==> config.mk <==
export PLATFORM = sky130hd
export DESIGN_NAME = spi_sram_slv
export DESIGN_NICKNAME = d
export VERILOG_FILES = /design/src/rtl/spi_sram_pkg.sv /design/src/rtl/spi_sram_shifter.sv /design/src/rtl/spi_sram_slv.sv
export SDC_FILE = /design/constraint.sdc
export NUM_CORES = 1
export LEC_CHECK = 0
export BUFFER_PORTS_ARGS = -buffer_cell sky130_fd_sc_hd__buf_4
export CAP_MARGIN = 10
export CORE_MARGIN = 4
export CORE_UTILIZATION = 35
export CTS_BUF_LIST = sky130_fd_sc_hd__clkbuf_4 sky130_fd_sc_hd__clkbuf_8
export DETAILED_ROUTE_END_ITERATION = 8
export PLACE_DENSITY = 0.56
export SLEW_MARGIN = 20
export SYNTH_ARGS = -nofsm -noshare
export SYNTH_HDL_FRONTEND = slang
export SYNTH_SLANG_ARGS = --single-unit
==> constraint.sdc <==
create_clock -name clk -period 2.9 [get_ports clk]
set_input_delay 0.725 -clock clk [delete_from_list [all_inputs] [get_ports clk]]
set_output_delay 0.725 -clock clk [all_outputs]
set_load 0.005 [all_outputs]
==> src/rtl/spi_sram_pkg.sv <==
// Shared opcodes, slot boundaries and FSM state encoding for the serial-SRAM target.
package spi_sram_pkg;

   localparam logic [7:0] CMD_READ  = 8'h03;
   localparam logic [7:0] CMD_WRITE = 8'h02;
   localparam logic [7:0] CMD_RDSR  = 8'h05;
   localparam logic [7:0] CMD_WRSR  = 8'h01;

   localparam logic [7:0] STATUS_SEQ = 8'h40;
   localparam int unsigned DUMMY_LEN = 8;

   localparam int unsigned CNT_W = 6;
   localparam logic [CNT_W-1:0] CMD_LAST   = CNT_W'(7);
   localparam logic [CNT_W-1:0] ADDR_LAST  = CNT_W'(31);
   localparam logic [CNT_W-1:0] DUMMY_LAST = CNT_W'(32 + DUMMY_LEN - 1);

   typedef enum logic [2:0] {
      IDLE, CMD, ADDR, DUMMY, RDATA, WDATA, IGNORE
   } state_t;

endpackage

==> src/rtl/spi_sram_shifter.sv <==
// Serial datapath: MOSI receive shifter, MISO transmit shifter and the slot counter.
module spi_sram_shifter
   import spi_sram_pkg::*;
(
   input  logic             clk,
   input  logic             rst_n,
   input  logic             clr,
   input  logic             en,
   input  logic             en2,
   input  logic             mosi,
   input  logic             load,
   input  logic [7:0]       load_data,
   output logic [7:0]       rx_byte,
   output logic [CNT_W-1:0] bit_cnt,
   output logic             miso
);

   logic [6:0] rx_q;
   logic [7:0] tx_q;

   // NOTE: state updates use <= so every flop samples pre-edge values; = here would chain the shifts.
   always_ff @(posedge clk or negedge rst_n) begin
      if (!rst_n) begin
         rx_q    <= '0;
         tx_q    <= '0;
         bit_cnt <= '0;
      end else if (clr) begin
         rx_q    <= '0;
         tx_q    <= '0;
         bit_cnt <= '0;
      end else begin
         if (en) begin
            rx_q    <= rx_byte[6:0];
            bit_cnt <= bit_cnt + CNT_W'(1);
         end
         if (en2) begin
            tx_q <= load ? load_data : {tx_q[6:0], 1'b0};
         end
      end
   end

   // Includes the bit currently on mosi so a byte is usable in the cycle its last bit arrives.
   assign rx_byte = {rx_q, mosi};
   assign miso    = tx_q[7];

endmodule

==> src/rtl/spi_sram_slv.sv <==
// 23LC-style SPI SRAM target: opcode/address decode FSM and registered byte memory port.
// Optional SPI_SRAM_RDSR_EN adds RDSR (returns 0x40 repeatedly) and WRSR (byte discarded).
module spi_sram_slv
   import spi_sram_pkg::*;
(
   input  logic        clk,
   input  logic        rst_n,
   input  logic        en,
   input  logic        en2,
   input  logic        cs_n,
   input  logic        mosi,
   output logic        miso,
   output logic [23:0] mem_addr,
   output logic        mem_en,
   output logic        mem_wr,
   output logic [7:0]  mem_wdata,
   input  logic [7:0]  mem_rdata
);

   state_t           state, state_nxt;
   logic [7:0]       rx_byte;
   logic [CNT_W-1:0] bit_cnt;
   logic             rd_cmd_q, rdsr_q, rd_pend;
   logic [7:0]       rd_buf, tx_data;
   logic             fetch, wr_strobe, tx_load, rdsr_start, cmd_done;

   spi_sram_shifter u_shifter (
      .clk       (clk),
      .rst_n     (rst_n),
      .clr       (cs_n),
      .en        (en),
      .en2       (en2),
      .mosi      (mosi),
      .load      (tx_load),
      .load_data (tx_data),
      .rx_byte   (rx_byte),
      .bit_cnt   (bit_cnt),
      .miso      (miso)
   );

   assign cmd_done = !cs_n && state == CMD && en && bit_cnt == CMD_LAST;
   assign tx_data  = (rdsr_q || rdsr_start) ? STATUS_SEQ : rd_buf;

   always_ff @(posedge clk or negedge rst_n) begin
      if (!rst_n) state <= IDLE;
      else        state <= state_nxt;
   end

   always_comb begin
      state_nxt = state;
      if (cs_n) begin
         state_nxt = IDLE;
      end else begin
         case (state)
            IDLE:  state_nxt = CMD;
            CMD: begin
               if (en && bit_cnt == CMD_LAST) begin
                  case (rx_byte)
                     CMD_READ, CMD_WRITE: state_nxt = ADDR;
`ifdef SPI_SRAM_RDSR_EN
                     CMD_RDSR: state_nxt = RDATA;
                     // No status register is modelled, so the WRSR byte is simply swallowed.
                     CMD_WRSR: state_nxt = IGNORE;
`endif
                     default: state_nxt = IGNORE;
                  endcase
               end
            end
            ADDR:  if (en && bit_cnt == ADDR_LAST)  state_nxt = rd_cmd_q ? DUMMY : WDATA;
            DUMMY: if (en && bit_cnt == DUMMY_LAST) state_nxt = RDATA;
            default: state_nxt = state;
         endcase
      end
   end

   // NOTE: every combinational output gets a default first, so no path can infer a latch.
   always_comb begin
      fetch      = 1'b0;
      wr_strobe  = 1'b0;
      tx_load    = 1'b0;
      rdsr_start = 1'b0;
      if (!cs_n) begin
         case (state)
            ADDR:    fetch     = en && bit_cnt == ADDR_LAST && rd_cmd_q;
            RDATA:   fetch     = en && bit_cnt[2:0] == 3'd0 && !rdsr_q;
            WDATA:   wr_strobe = en && bit_cnt[2:0] == 3'd7;
            default: ;
         endcase
`ifdef SPI_SRAM_RDSR_EN
         rdsr_start = cmd_done && rx_byte == CMD_RDSR;
`endif
         tx_load = en2 && bit_cnt[2:0] == 3'd7 &&
                   (state == DUMMY || state == RDATA || rdsr_start);
      end
   end

   always_ff @(posedge clk or negedge rst_n) begin
      if (!rst_n) begin
         rd_cmd_q <= 1'b0;
         rdsr_q   <= 1'b0;
      end else if (cmd_done) begin
         rd_cmd_q <= rx_byte == CMD_READ;
`ifdef SPI_SRAM_RDSR_EN
         rdsr_q   <= rx_byte == CMD_RDSR;
`endif
      end
   end

   // mem_addr doubles as the address shifter; it steps once after every strobe.
   always_ff @(posedge clk or negedge rst_n) begin
      if (!rst_n) begin
         mem_en    <= 1'b0;
         mem_wr    <= 1'b0;
         mem_addr  <= '0;
         mem_wdata <= '0;
         rd_pend   <= 1'b0;
         rd_buf    <= '0;
      end else begin
         mem_en  <= fetch || wr_strobe;
         rd_pend <= mem_en && !mem_wr;
         if (rd_pend)             rd_buf    <= mem_rdata;
         if (fetch || wr_strobe)  mem_wr    <= wr_strobe;
         if (wr_strobe)           mem_wdata <= rx_byte;
         if (!cs_n && state == ADDR && en) mem_addr <= {mem_addr[22:0], mosi};
         else if (mem_en)                  mem_addr <= mem_addr + 24'd1;
      end
   end

endmodule

==> out/results.md <==
Final layout
• 0 — Antenna Diode Count
• 0.239 — share of cells above drive strength 1
• 20.9% — area growth from synthesis to final layout
• 392 — Net count, final
• dfrtp_1, buf_4, nor2_1 — commonest cells after routing, fill and taps aside
• 905 — fill cell instance count of the final layout
• 509 — non-filler cells, final
• dfrtp_1 — commonest non-fill, non-tap cell in the layout

STA
• 0.428 — Max-Slew Margin vs Limit
• 0.00860 ns — worst setup skew after layout
• 487 MHz — Max Fclk
• false — setup repair after global routing missed its margin
• 0 — Hold Vio Cnt, Final
• 0.858 ns — Least-Margin Pin Slew
• 0 — Final Max Tran Viols
• 0 ns — Total Neg Setup Slack
• 0 — Finish-stage setup viols
• 0.708 — share of the clock period used by the worst path after layout
• 2.05 ns — final critical-path required period

Flow run
• 0 — number of max-cap violations

Route
• 131 — Initial DRC Count
• 0 — number of remaining DRC errors
• 0 — Routed Antenna Nets
• 4 — Pre-antenna DRT Iters
• 7410 microns — Final Routed Wirelength
• 5.28 — via-per-instance ratio
• 14.6 microns — per-cell routed wire length
• 2685 — number of vias after detailed routing

CTS
• 3 — H-tree Lvls
• 0.34 ns — Worst-Skew Late Latency
• clkbuf_8 — CTS root buffer
• 68 — Clock Sink Count
• 0 — number of buffers inserted by hold repair at cts
• 2 — buffer depth of the longest clock path
• 9 — number of buffers created by CTS
• 0 — Post-CTS Resized
• 0 — post-CTS setup buffer count
• 0.08 ns — Reg clk slew, reported paths
• done — CTS tree

Synth
• 10.2 sq um — average size of a mapped cell
• 0 — number of synthesized flops with an enable pin
• 0.501 — share of the synthesized area in the top cell type
• 1.00 — share of flip-flops with an asynchronous set or reset
• 349 — net count after synthesis
• 1 — Synth Warn #
• 0.501 — sequential share of the synthesized area
• 3400 sq um — total standard cell area after synthesis
• 332 — gate count after technology mapping
• dfrtp_1, mux2i_1, mux2_2 — ranking of synthesized cells by area
• 53 — number of different library cells in the post-synthesis netlist
• dfrtp_1 — biggest area consumer among synthesized cells
• 68 — flop and latch count out of synthesis
• dfrtp_1 — primary flip-flop cell chosen by synthesis mapping

Setup path
• nor3_1 — Max stage delay cell, worst path
• 2.31 ns — Worst Path Arrival
• 0.70 ns — highest cell delay on the worst timing path
• 3.15 ns — critical path data required time
• flip-flop — Critical Path Start Type
• ha_1 > nand3_1 > nor3_1 > a311oi_1 > nor3_1 — CP Cell Sequence
• nor3_1 — most used cell, CP
• reg2reg — WS Path Type
• flip-flop — kind of end point of the critical path
• 6 — biggest fanout along the worst timing path

Global route
• 12800 microns — global-route wire length before repair
• 0 — grt total ovfl
• 69 — maximum number of pins on one net before global-route repair
• 0.139 — combined global-route utilization of all metal layers
• 0 — antenna violations before repair
• 2566 — vias in the first global route

Floorplanning
• 9330 sq um — Core Box Area
• 107 microns — die height
• 49 — top-level port count
• 0.364 — effective utilization at floorplan
• 35 — cell row count
• 11300 sq um — floorplan die area
• 107 microns — DIE WIDTH

Power and ir drop
• 523 nW/um^2 — P per Cell Area
• 1.74 nW — standby leakage power
• 0.000238 V — Peak VDD IR

Placed design
• 5030 microns — DP HPWL
• 0.798 — final estimated routing congestion in global placement
• 493 — number of instances in the placed design
• 48 — input/output buffers

Hold path
• reg2reg — Worst Hold Class

Outcome
• completed — result of the run

## synthesized netlist by cell type, drive strengths merged, types with 2 or more instances
| cell | number |
|---|---|
| nor3 | 10 |
| nand2 | 28 |
| mux2i | 21 |
| a221oi | 2 |
| nand4 | 9 |
| o211ai | 3 |
| or4 | 2 |
| xor2 | 4 |
| mux2 | 16 |
| xnor2 | 4 |
| nand3 | 11 |
| nor2 | 30 |
| o21a | 2 |
| buf | 11 |
| nor2b | 3 |
| and2 | 2 |
| ha | 3 |
| nor4 | 10 |
| o21ai | 15 |
| or3 | 8 |
| or2 | 2 |
| inv | 6 |
| nand3b | 2 |
| clkbuf | 10 |
| dfrtp | 68 |
| nor4b | 2 |
| a21oi | 13 |
| a211oi | 10 |
| o311ai | 2 |
| a31oi | 9 |
## power by group
group | switching [W] | leakage, nW | internal, W
clock | 0.000372 | 0.124 | 0.000582
combinational | 0.0000819 | 0.742 | 0.0000793
sequential | 0.0000503 | 0.877 | 0.000982
total | 0.000504 | 1.74 | 0.00164
## routing by layer
metal / vias to the layer above / share of wire / track usage
li1: 1306 / - / -
met1: 1305 / 0.49 / 0.197
met2: 62 / 0.45 / 0.204
met3: 12 / 0.048 / 0.0316
met4: 0 / 0.015 / 0.0575
met5: - / 0 / 0
## worst paths after layout
| check | to | depth (start not counted) | slack, ns | startpoint |
|---|---|---|---|---|
| worst max-delay path | mem_addr[22]$_DFFE_PN0P_ | 5 | 0.85 | mem_addr[0]$_DFFE_PN0P_ |
| worst min register to register | rd_pend$_DFF_PN0_ | 1 | 0.47 | mem_wr$_DFFE_PN0P_ |
| min in group asynchronous | mem_wdata[7]$_DFFE_PN0P_ | 1 | 0.50 | rst_n |
| max in group asynchronous | mem_addr[5]$_DFFE_PN0P_ | 1 | 1.86 | rst_n |
| worst min-delay path | rd_pend$_DFF_PN0_ | 1 | 0.47 | mem_wr$_DFFE_PN0P_ |
| worst max register to register | mem_addr[22]$_DFFE_PN0P_ | 5 | 0.85 | mem_addr[0]$_DFFE_PN0P_ |
## sequential cells by signal, summed over array words and instances, names as in the netlist
name	flops
mem_addr	24
mem_wdata	8
rd_buf	8
u_shifter.tx_q	8
u_shifter.rx_q	7
u_shifter.bit_cnt	6
state	3
mem_en	1
mem_wr	1
rd_cmd_q	1
rd_pend	1
## cells by family after synthesis
| kind of cell | synth area share |
|---|---|
| AND/OR/NAND/NOR | 0.191 |
| flip-flops | 0.501 |
| AO/OA/AOI/OAI | 0.128 |
| multiplexers | 0.115 |
| buffers and inverters | 0.0339 |
| XOR/XNOR | 0.0206 |
| adder cells (fa/ha/maj) | 0.0111 |
## layout make-up
class | count | area (sq um) | area share
flip-flops and latches | 68 | 1700 | 0.414
clock inverters | 6 | 113 | 0.0274
multi-input cells | 237 | 1580 | 0.385
inverters | 6 | 22.5 | 0.00548
repair buffers | 53 | 398 | 0.0969
well taps | 129 | 161 | 0.0393
clock buffers | 10 | 131 | 0.0320
## critical path: cells and delay by family (launching register included)
kind,cells,cell delay [ns]
simple gates,3,1.10
flops,1,0.44
fa+ha+maj,1,0.22
compound gates,1,0.20
## metrics by stage
stage	instance area, sq um	hold slack [ns]	setup slack, ns	total power, W	util
6_report	4110	0.472	0.847	0.00215	0.440
3_3_place_gp	3860	0.474	0.665	0.00121	0.414
2_1_floorplan	3400	0.429	0.823	0.00113	-
3_5_place_dp	3860	0.477	0.605	0.00122	0.414
5_1_grt	4110	0.490	0.673	0.00225	0.440
4_1_cts	4110	0.484	0.833	0.00218	0.440
Power figures use the tool's default switching activity.
